--- src/rtl/sser_pkg.sv ---
// Shared SSER definitions: transmit FSM states, register offsets and STATUS bit positions.
// Used by both the transmit block and the read-side decoder.
package sser_pkg;

    typedef enum logic [2:0] {
        TX_IDLE,
        TX_START,
        TX_DATA,
        TX_PAR,
        TX_STOP
    } tx_state_e;

    localparam logic [3:0] SSER_REG_TXDATA = 4'h0;
    localparam logic [3:0] SSER_REG_STATUS = 4'h1;

    localparam int unsigned SSER_ST_BUSY      = 0;
    localparam int unsigned SSER_ST_HOLD_FULL = 1;
    localparam int unsigned SSER_ST_OVR       = 2;

endpackage

--- src/rtl/sser_bit_timer.sv ---
// Serial bit-period divider: counts 0..BIT_DIV-1 while running and flags the last count.
// The FSM restarts it whenever a new frame is loaded so the start bit gets a full period.
module sser_bit_timer #(
    parameter int unsigned BIT_DIV = 16
) (
    input  logic clk,
    input  logic rst_n,
    input  logic restart,
    input  logic run,
    output logic bit_tick
);

    localparam int unsigned W = $clog2(BIT_DIV);
    localparam logic [W-1:0] DIV_LAST = W'(BIT_DIV - 1);

    logic [W-1:0] div;

    assign bit_tick = run & (div == DIV_LAST);

    always_ff @(posedge clk or negedge rst_n) begin
        if (!rst_n) begin
            div <= '0;
        end else if (restart) begin
            div <= '0;
        end else if (run) begin
            div <= bit_tick ? '0 : div + W'(1);
        end
    end

endmodule

--- src/rtl/sser_tx.sv ---
// SSER transmit side: one-byte holding register feeding an 8N1 serializer on sdwr.
// Define SSER_TX_PARITY_EN to add an even-parity bit (8E1 frames).
module sser_tx
    import sser_pkg::*;
#(
    parameter int unsigned BIT_DIV  = 16,
    parameter logic        IDLE_LVL = 1'b1
) (
    input  logic       clk,
    input  logic       rst_n,
    input  logic       sser_n,
    input  logic       ba13,
    input  logic       ba12,
    input  logic [3:0] ba,
    input  logic       br_w,
    input  logic       bus_stb,
    input  logic [7:0] bd_in,
    output logic [7:0] bd_out,
    output logic       bd_oe,
    output logic       sdwr,
    output logic       busy
);

    tx_state_e  state, state_n;
    logic [7:0] shift, shift_n;
    logic [2:0] bit_idx, bit_idx_n;
    logic       busy_n, sdwr_n;
    logic [7:0] hold;
    logic       hold_full, ovr;
    logic       sel, wr, rd;
    logic       load, bit_tick;
`ifdef SSER_TX_PARITY_EN
    logic       par;
`endif

    assign sel = ~sser_n & ~ba13 & ba12 & bus_stb;
    assign wr  = sel & ~br_w & (ba == SSER_REG_TXDATA);
    assign rd  = sel & br_w & (ba == SSER_REG_STATUS);

    assign bd_oe = rd;
    always_comb begin
        bd_out = '0;
        if (rd) begin
            bd_out[SSER_ST_BUSY]      = busy;
            bd_out[SSER_ST_HOLD_FULL] = hold_full;
            bd_out[SSER_ST_OVR]       = ovr;
        end
    end

    sser_bit_timer #(.BIT_DIV(BIT_DIV)) u_timer (
        .clk      (clk),
        .rst_n    (rst_n),
        .restart  (load),
        .run      (state != TX_IDLE),
        .bit_tick (bit_tick)
    );

    // sdwr_n is the level for the state being entered, so sdwr changes on the same edge as state.
    always_comb begin
        state_n   = state;
        shift_n   = shift;
        bit_idx_n = bit_idx;
        busy_n    = busy;
        sdwr_n    = sdwr;
        load      = 1'b0;
        case (state)
            TX_IDLE: begin
                if (hold_full) begin
                    load    = 1'b1;
                    shift_n = hold;
                    busy_n  = 1'b1;
                    sdwr_n  = ~IDLE_LVL;
                    state_n = TX_START;
                end
            end
            TX_START: begin
                if (bit_tick) begin
                    bit_idx_n = '0;
                    sdwr_n    = shift[0];
                    state_n   = TX_DATA;
                end
            end
            TX_DATA: begin
                if (bit_tick) begin
                    if (bit_idx == 3'd7) begin
`ifdef SSER_TX_PARITY_EN
                        sdwr_n  = par;
                        state_n = TX_PAR;
`else
                        sdwr_n  = IDLE_LVL;
                        state_n = TX_STOP;
`endif
                    end else begin
                        shift_n   = shift >> 1;
                        bit_idx_n = bit_idx + 3'd1;
                        sdwr_n    = shift[1];
                    end
                end
            end
`ifdef SSER_TX_PARITY_EN
            TX_PAR: begin
                if (bit_tick) begin
                    sdwr_n  = IDLE_LVL;
                    state_n = TX_STOP;
                end
            end
`endif
            TX_STOP: begin
                if (bit_tick) begin
                    if (hold_full) begin
                        load    = 1'b1;
                        shift_n = hold;
                        sdwr_n  = ~IDLE_LVL;
                        state_n = TX_START;
                    end else begin
                        busy_n  = 1'b0;
                        sdwr_n  = IDLE_LVL;
                        state_n = TX_IDLE;
                    end
                end
            end
            default: begin
                busy_n  = 1'b0;
                sdwr_n  = IDLE_LVL;
                state_n = TX_IDLE;
            end
        endcase
    end

    always_ff @(posedge clk or negedge rst_n) begin
        if (!rst_n) begin
            state   <= TX_IDLE;
            shift   <= '0;
            bit_idx <= '0;
            busy    <= 1'b0;
            sdwr    <= IDLE_LVL;
        end else begin
            state   <= state_n;
            shift   <= shift_n;
            bit_idx <= bit_idx_n;
            busy    <= busy_n;
            sdwr    <= sdwr_n;
        end
    end

`ifdef SSER_TX_PARITY_EN
    always_ff @(posedge clk or negedge rst_n) begin
        if (!rst_n) begin
            par <= 1'b0;
        end else if (load) begin
            par <= ^hold;
        end
    end
`endif

    // A write coinciding with a load refills the slot the load is vacating, so it is not an overrun.
    always_ff @(posedge clk or negedge rst_n) begin
        if (!rst_n) begin
            hold      <= '0;
            hold_full <= 1'b0;
            ovr       <= 1'b0;
        end else begin
            if (wr && (!hold_full || load)) begin
                hold      <= bd_in;
                hold_full <= 1'b1;
            end else if (load) begin
                hold_full <= 1'b0;
            end
            if (wr && hold_full && !load) begin
                ovr <= 1'b1;
            end else if (rd) begin
                ovr <= 1'b0;
            end
        end
    end

endmodule

--- config.mk ---
export PLATFORM = sky130hd
export DESIGN_NAME = sser_tx
export DESIGN_NICKNAME = d
export VERILOG_FILES = /design/src/rtl/sser_pkg.sv /design/src/rtl/sser_bit_timer.sv /design/src/rtl/sser_tx.sv
export SDC_FILE = /design/constraint.sdc
export NUM_CORES = 1
export LEC_CHECK = 0
export CAP_MARGIN = 15
export CORE_AREA = 2 2 66 68
export DETAILED_ROUTE_END_ITERATION = 7
export DIE_AREA = 0 0 68 70
export PLACE_DENSITY = 0.66
export SYNTH_ARGS = -nofsm -noshare
export SYNTH_HDL_FRONTEND = slang
export SYNTH_SLANG_ARGS = --single-unit
--- constraint.sdc ---
create_clock -name clk -period 2.5 [get_ports clk]
set_input_delay 0.5 -clock clk [delete_from_list [all_inputs] [get_ports clk]]
set_output_delay 0.5 -clock clk [all_outputs]
set_load 0.01 [all_outputs]
== Word-level counts from Yosys, hierarchy flattened ==
Index checks and enable logic that the tools add are counted.

* Bits of input ports: 19
* Word-level logic and storage cells: 94
* Output and inout port bits: 11
* Flip-flop bits (word level): 30

* Reductions and logical operators: 20
* Bitwise operators: 12
* Muxes and demuxes: 38
* Add/sub/neg operators: 2
* Equal/unequal tests: 13

{| class="wikitable"
|+ Operators by type and width
! operator !! count
|-
| $mux W8 || 4
|-
| $mux W3 || 9
|-
| $pmux W8 S3 || 1
|-
| $mux W1 || 16
|-
| $reduce_and A4 Y1 || 4
|-
| $mux W4 || 3
|-
| $pmux W3 S4 || 1
|-
| $and A1 B1 Y1 || 8
|-
| $ne A2 B2 Y1 const B || 4
|-
| $reduce_bool A2 Y1 || 4
|-
| $eq A3 B3 Y1 const B || 2
|-
| $ne A2 B1 Y1 const B || 3
|-
| $pmux W3 S2 || 1
|-
| $reduce_bool A3 Y1 || 2
|-
| $reduce_and A5 Y1 || 1
|-
| $add A4 B1 Y4 const B || 1
|-
| $eq A4 B1 Y1 const B || 1
|-
| $eq A4 B4 Y1 const B || 1
|-
| $logic_not A4 Y1 || 1
|-
| $not A1 Y1 || 4
|-
| $pmux W1 S4 || 1
|-
| $add A3 B1 Y3 const B || 1
|-
| $eq A3 B1 Y1 const B || 1
|-
| $eq A3 B2 Y1 const B || 1
|-
| other kinds (7) || 10
|}

== Longest topological paths before layout ==
Gate-level depths: netlist of run 1.

* Word-level depth: 9
* Gate-level depth with buffers: 6
* Depth with buffers taken out: 6

== Hierarchy ==
From an unflattened synthesis of run 1, not the netlist that was laid out.

* Cell total of the unflattened synthesis: 142
* Area total of the unflattened synthesis: 1556.5 um^2

{| class="wikitable"
|+ By module, submodules not included
! module !! sequential area each (um^2) !! area each (um^2) !! times used !! cells an instance
|-
| sser_tx || 651.9 || 1351.3 || 1 || 120
|-
| sser_bit_timer || 100.1 || 205.2 || 1 || 22
|}

== Worst setup path before layout of run 1 ==
OpenSTA, ideal clock, no wires.

* Path kind: input to output
* Start: input port ba[1]
* End: output port bd_out[0]
* Path buffers: 0
* Slack: 0.587 ns
* Cell stages on the path: 4
* Required time: 2.000 ns
* Arrival: 1.413 ns
* Path through: nor4b_1 > and3_1 > and3_1 > and2_1

* Word-level cells in the longest chain between the ends: 3

{| class="wikitable"
|+ Ends and longest elaborated chain
! item !! line !! text
|-
| start, declared || sser_tx.sv:14 || <nowiki>input logic [3:0] ba,</nowiki>
|-
| $eq A4 B1 Y1 || sser_tx.sv:38 || <nowiki>assign rd = sel & br_w & (ba == SSER_REG_STATUS);</nowiki>
|-
| $and A1 B1 Y1 || sser_tx.sv:38 ||
|-
| net bd_oe || sser_tx.sv:19 || <nowiki>output logic bd_oe,</nowiki>
|-
| $mux W3 || sser_tx.sv:43 || <nowiki>if (rd) begin</nowiki>
|-
| end, declared || sser_tx.sv:18 || <nowiki>output logic [7:0] bd_out,</nowiki>
|}

The timed path passes the listed nets, and every way through them passes these cells.

== Worst setup path after layout of run 1 ==
* Start: input port ba[3]
* End: output port bd_out[2]

* Word-level cells in the longest chain between the ends: 3

{| class="wikitable"
|+ Ends and longest elaborated chain
! item !! line
|-
| $eq A4 B1 Y1 || sser_tx.sv:38
|-
| $and A1 B1 Y1 || sser_tx.sv:38
|-
| $mux W3 || sser_tx.sv:43
|}

No other way between the ends.

==> results of run 1 <==
[critical path, stage by stage]
cell and delay, ns:
clkdlybuf4s50_1 0.45, nor4b_2 0.29, and3_1 0.21, and3_4 0.20, and2_1 0.12, clkbuf_2 0.12
[cell usage after synthesis, types with 2 or more instances]
master / instances
dfrtp_1: 29
mux2_2: 16
nand2_1: 9
buf_4: 8
mux2_4: 8
nor2_1: 8
inv_1: 5
nand3_1: 5
and2_1: 4
nor3_1: 4
o21ai_0: 4
a21oi_1: 3
and3_1: 3
ha_1: 3
nor2b_1: 3
a22o_1: 2
a31oi_1: 2
buf_2: 2
mux2i_1: 2
o22ai_2: 2
o31ai_1: 2
[final cells by class]
class	count	area share, %
Tap cell	52	3.14
Inverter	6	1.09
Multi-Input combinational cell	103	40.8
Clock buffer	6	3.98
Clock inverter	2	0.603
Sequential cell	30	36.3
Timing Repair Buffer	32	14.1
[power groups by stage]
stage               registers [mW]  logic (mW)  clock network [mW]
detailed placement           0.553       0.118                   0
global placement             0.550       0.115                   0
CTS                          0.544       0.120               0.419
floorplan                    0.542      0.0773                   0
global route                 0.548       0.136               0.442
finish                       0.545       0.120               0.402
[routing by layer]
metal / GRT usage (%) / vias up / wire length (um)
li1: - / 578 / -
met1: 18.8 / 606 / 1350
met2: 25.6 / 30 / 1780
met3: 3.54 / 7 / 112
met4: 6.67 / 0 / 65
met5: 0 / - / 0
[worst min path at each step]
stage                                        end  slack, ns  cells after the start
final                       shift[2]$_DFFE_PN0P_       0.50                      1
after global routing        shift[2]$_DFFE_PN0P_       0.53                      1
after CTS                   shift[2]$_DFFE_PN0P_       0.50                      1
after detailed placement    shift[2]$_DFFE_PN0P_       0.49                      1
after global placement      shift[2]$_DFFE_PN0P_       0.48                      1
after floorplan           bit_idx[0]$_DFFE_PN0P_       0.20                      0
[flip-flops by register name (all words and copies together) (netlist names)]
register and cells:
busy 1, sdwr 1, hold_full 1, bit_idx 3, state 3, ovr 1
hold 8, u_timer.div 4, shift 8
[cell families after synthesis]
group                    after synthesis  share of synthesized area, %
multiplexers                          27                          19.8
buffers and inverters                 17                          6.20
flip-flops                            30                          44.9
AND/OR/NAND/NOR                       45                          15.2
adder cells (fa/ha/maj)                3                          2.24
AO/OA/AOI/OAI                         23                          11.4
other                                  1                         0.224
[through the flow]
step                      instances  instance area, sq um
after floorplan                 150                  1690
after global placement          221                  1970
after detailed placement        221                  1970
after CTS                       230                  2070
after global routing            231                  2070
final                           231                  2070
[timing repair]
item,CTS,global route
endpoints found under the setup margin,4,4
cloned,0,0
resized for setup,4,10
setup buffers,1,1
hold endpoints to repair,0,0
pin swaps,1,2
hold buffers,0,0
==> summary.md, run 1 <==
| Metric | Value |
|---|---|
| Final Power | 1.07 mW |
| DP HPWL | 2340 um |
| Area leader, netlist | dfrtp_1 |
| Final count of pins violating max slew | 0 |
| First-pass GRT wire length | 5660 um |
| Start of the worst register-to-register path | state[1]$_DFFE_PN0P_ |
| Synth Instances | 146 |
| Ys async rst share | 100% |
| Core area | 4140 sq um |
| Flop-to-flop setup slack | 0.58 ns |
| Share of the synthesized area in the top cell type | 43.3% |
| Avg WL per Cell | 14.3 um |
| Layout Skew | 0.00394 ns |
| Worst hold start | shift[2]$_DFFE_PN0P_ |
| Number of global-route vias before repair | 1245 |
| RR Endpoint | shift[4]$_DFFE_PN0P_ |
| CTS Buf Count | 5 |
| Cell Area, Synth | 1680 sq um |
| Status | completed |
| Layout cells sized above 1 | 30.7% |
| Max_slew headroom | 65.8% |
| Initial antenna violation count | 0 |
| Area Growth Syn to Fin | 23.7% |
| Critical path required time | 2.00 ns |
| Residual DRC | 0 |
| Most frequent cells in the layout | dfrtp_1, clkdlybuf4s50_1, mux2_2 |
| Final setup violating endpoints | 0 |
| CTS root buf | clkbuf_8 |
| Sw Pwr | 0.264 mW |
| Die Area | 4760 sq um |
| Most common cell after layout, fill and taps aside | dfrtp_1 |
| P per Cell Area | 514 nW/um^2 |
| H-tree lvl count | 2 |
| Reg2Reg Depth | 4 |
| Total Neg Setup Slack | 0 ns |
| Mapped Avg Cell Area | 11.5 sq um |
| Max VDD drop | 0.359 mV |
| Clock slew at reported path FFs | 0.06 ns |
| Synth Warn # | 0 |
| Maximum clock frequency | 417 MHz |
| Leakage Power | 0.953 nW |
| Total Wirelength | 3310 um |
| Hold WS | 0.499 ns |
| Combinational Power Share | 11.3% |
| Antenna-violating nets left | 0 |
| CP Launch Type | input pin |
| Vias | 1221 |
| DR pass1 iterations | 4 |
| Sink Count | 30 |
| Tot GR Track Use | 15.4% |
| Post-synth top flop | dfrtp_1 |
| Crit path from | ba[3] |
| Clock tree from TritonCTS | done |
| FF+latch area | 752 sq um |
| PortBufs | 24 |
| Layout Utilization | 50.0% |
| Crit path capture | bd_out[2] |
| Worst slack at placement | -0.266 ns |
| Clk buf depth | 2 |
| EDFF count, synth | 0 |
| Crit-path max FO | 4 |
| Sw Share | 24.8% |
| Filler cells | 371 |
| Endpoints failing hold | 0 |
| Die Ht | 70 um |
| Clk Latency, worst-skew pair | 0.28 ns |
| Nets | 200 |
| Max cap viols | 0 |
| Setup WS post-layout | 0.101 ns |
| Synth cell types | 43 |
| Worst Hold Class | reg2reg |
| Crit path time final | 2.40 ns |
| Pint | 0.802 mW |
| Ports | 30 |
| Largest net degree at the start of global routing | 31 |
| Rows | 24 |
| Part of the power in registers | 51.1% |
| CP arrival | 1.90 ns |
| Worst-Margin Slew | 0.513 ns |
| Final period utilization | 96.0% |
| Multi-input logic area | 846 sq um |
| Seq cells post-synth | 30 |
| Starting Density | 40.4% |
| Sequential share of the synthesized area | 44.9% |
| N_diodes | 0 |
| Critical Setup Path Class | in2out |
| Placer Congestion | 0.816 |
| 1st-iter DRT viols | 38 |
| Die Width | 68 um |
| Synth top area cells | dfrtp_1, mux2_2, mux2_4 |
| Worst Setup End Kind | output pin |
| Clock Power Share | 37.7% |
| Gr ovfl total | 0 |
| Vias/cell | 5.29 |
Power figures use the tool's default switching activity.
==> run 2, diff against run 1 <==
- SLEW_MARGIN: not set -> 20
==> results of run 2 <==
Final layout, timing and power as in run 1 (identical DEF).
==> run 3, diff against run 2 <==
- SLEW_MARGIN: 20 -> 5
==> results of run 3 <==
Final layout, timing and power as in run 1 (identical DEF).
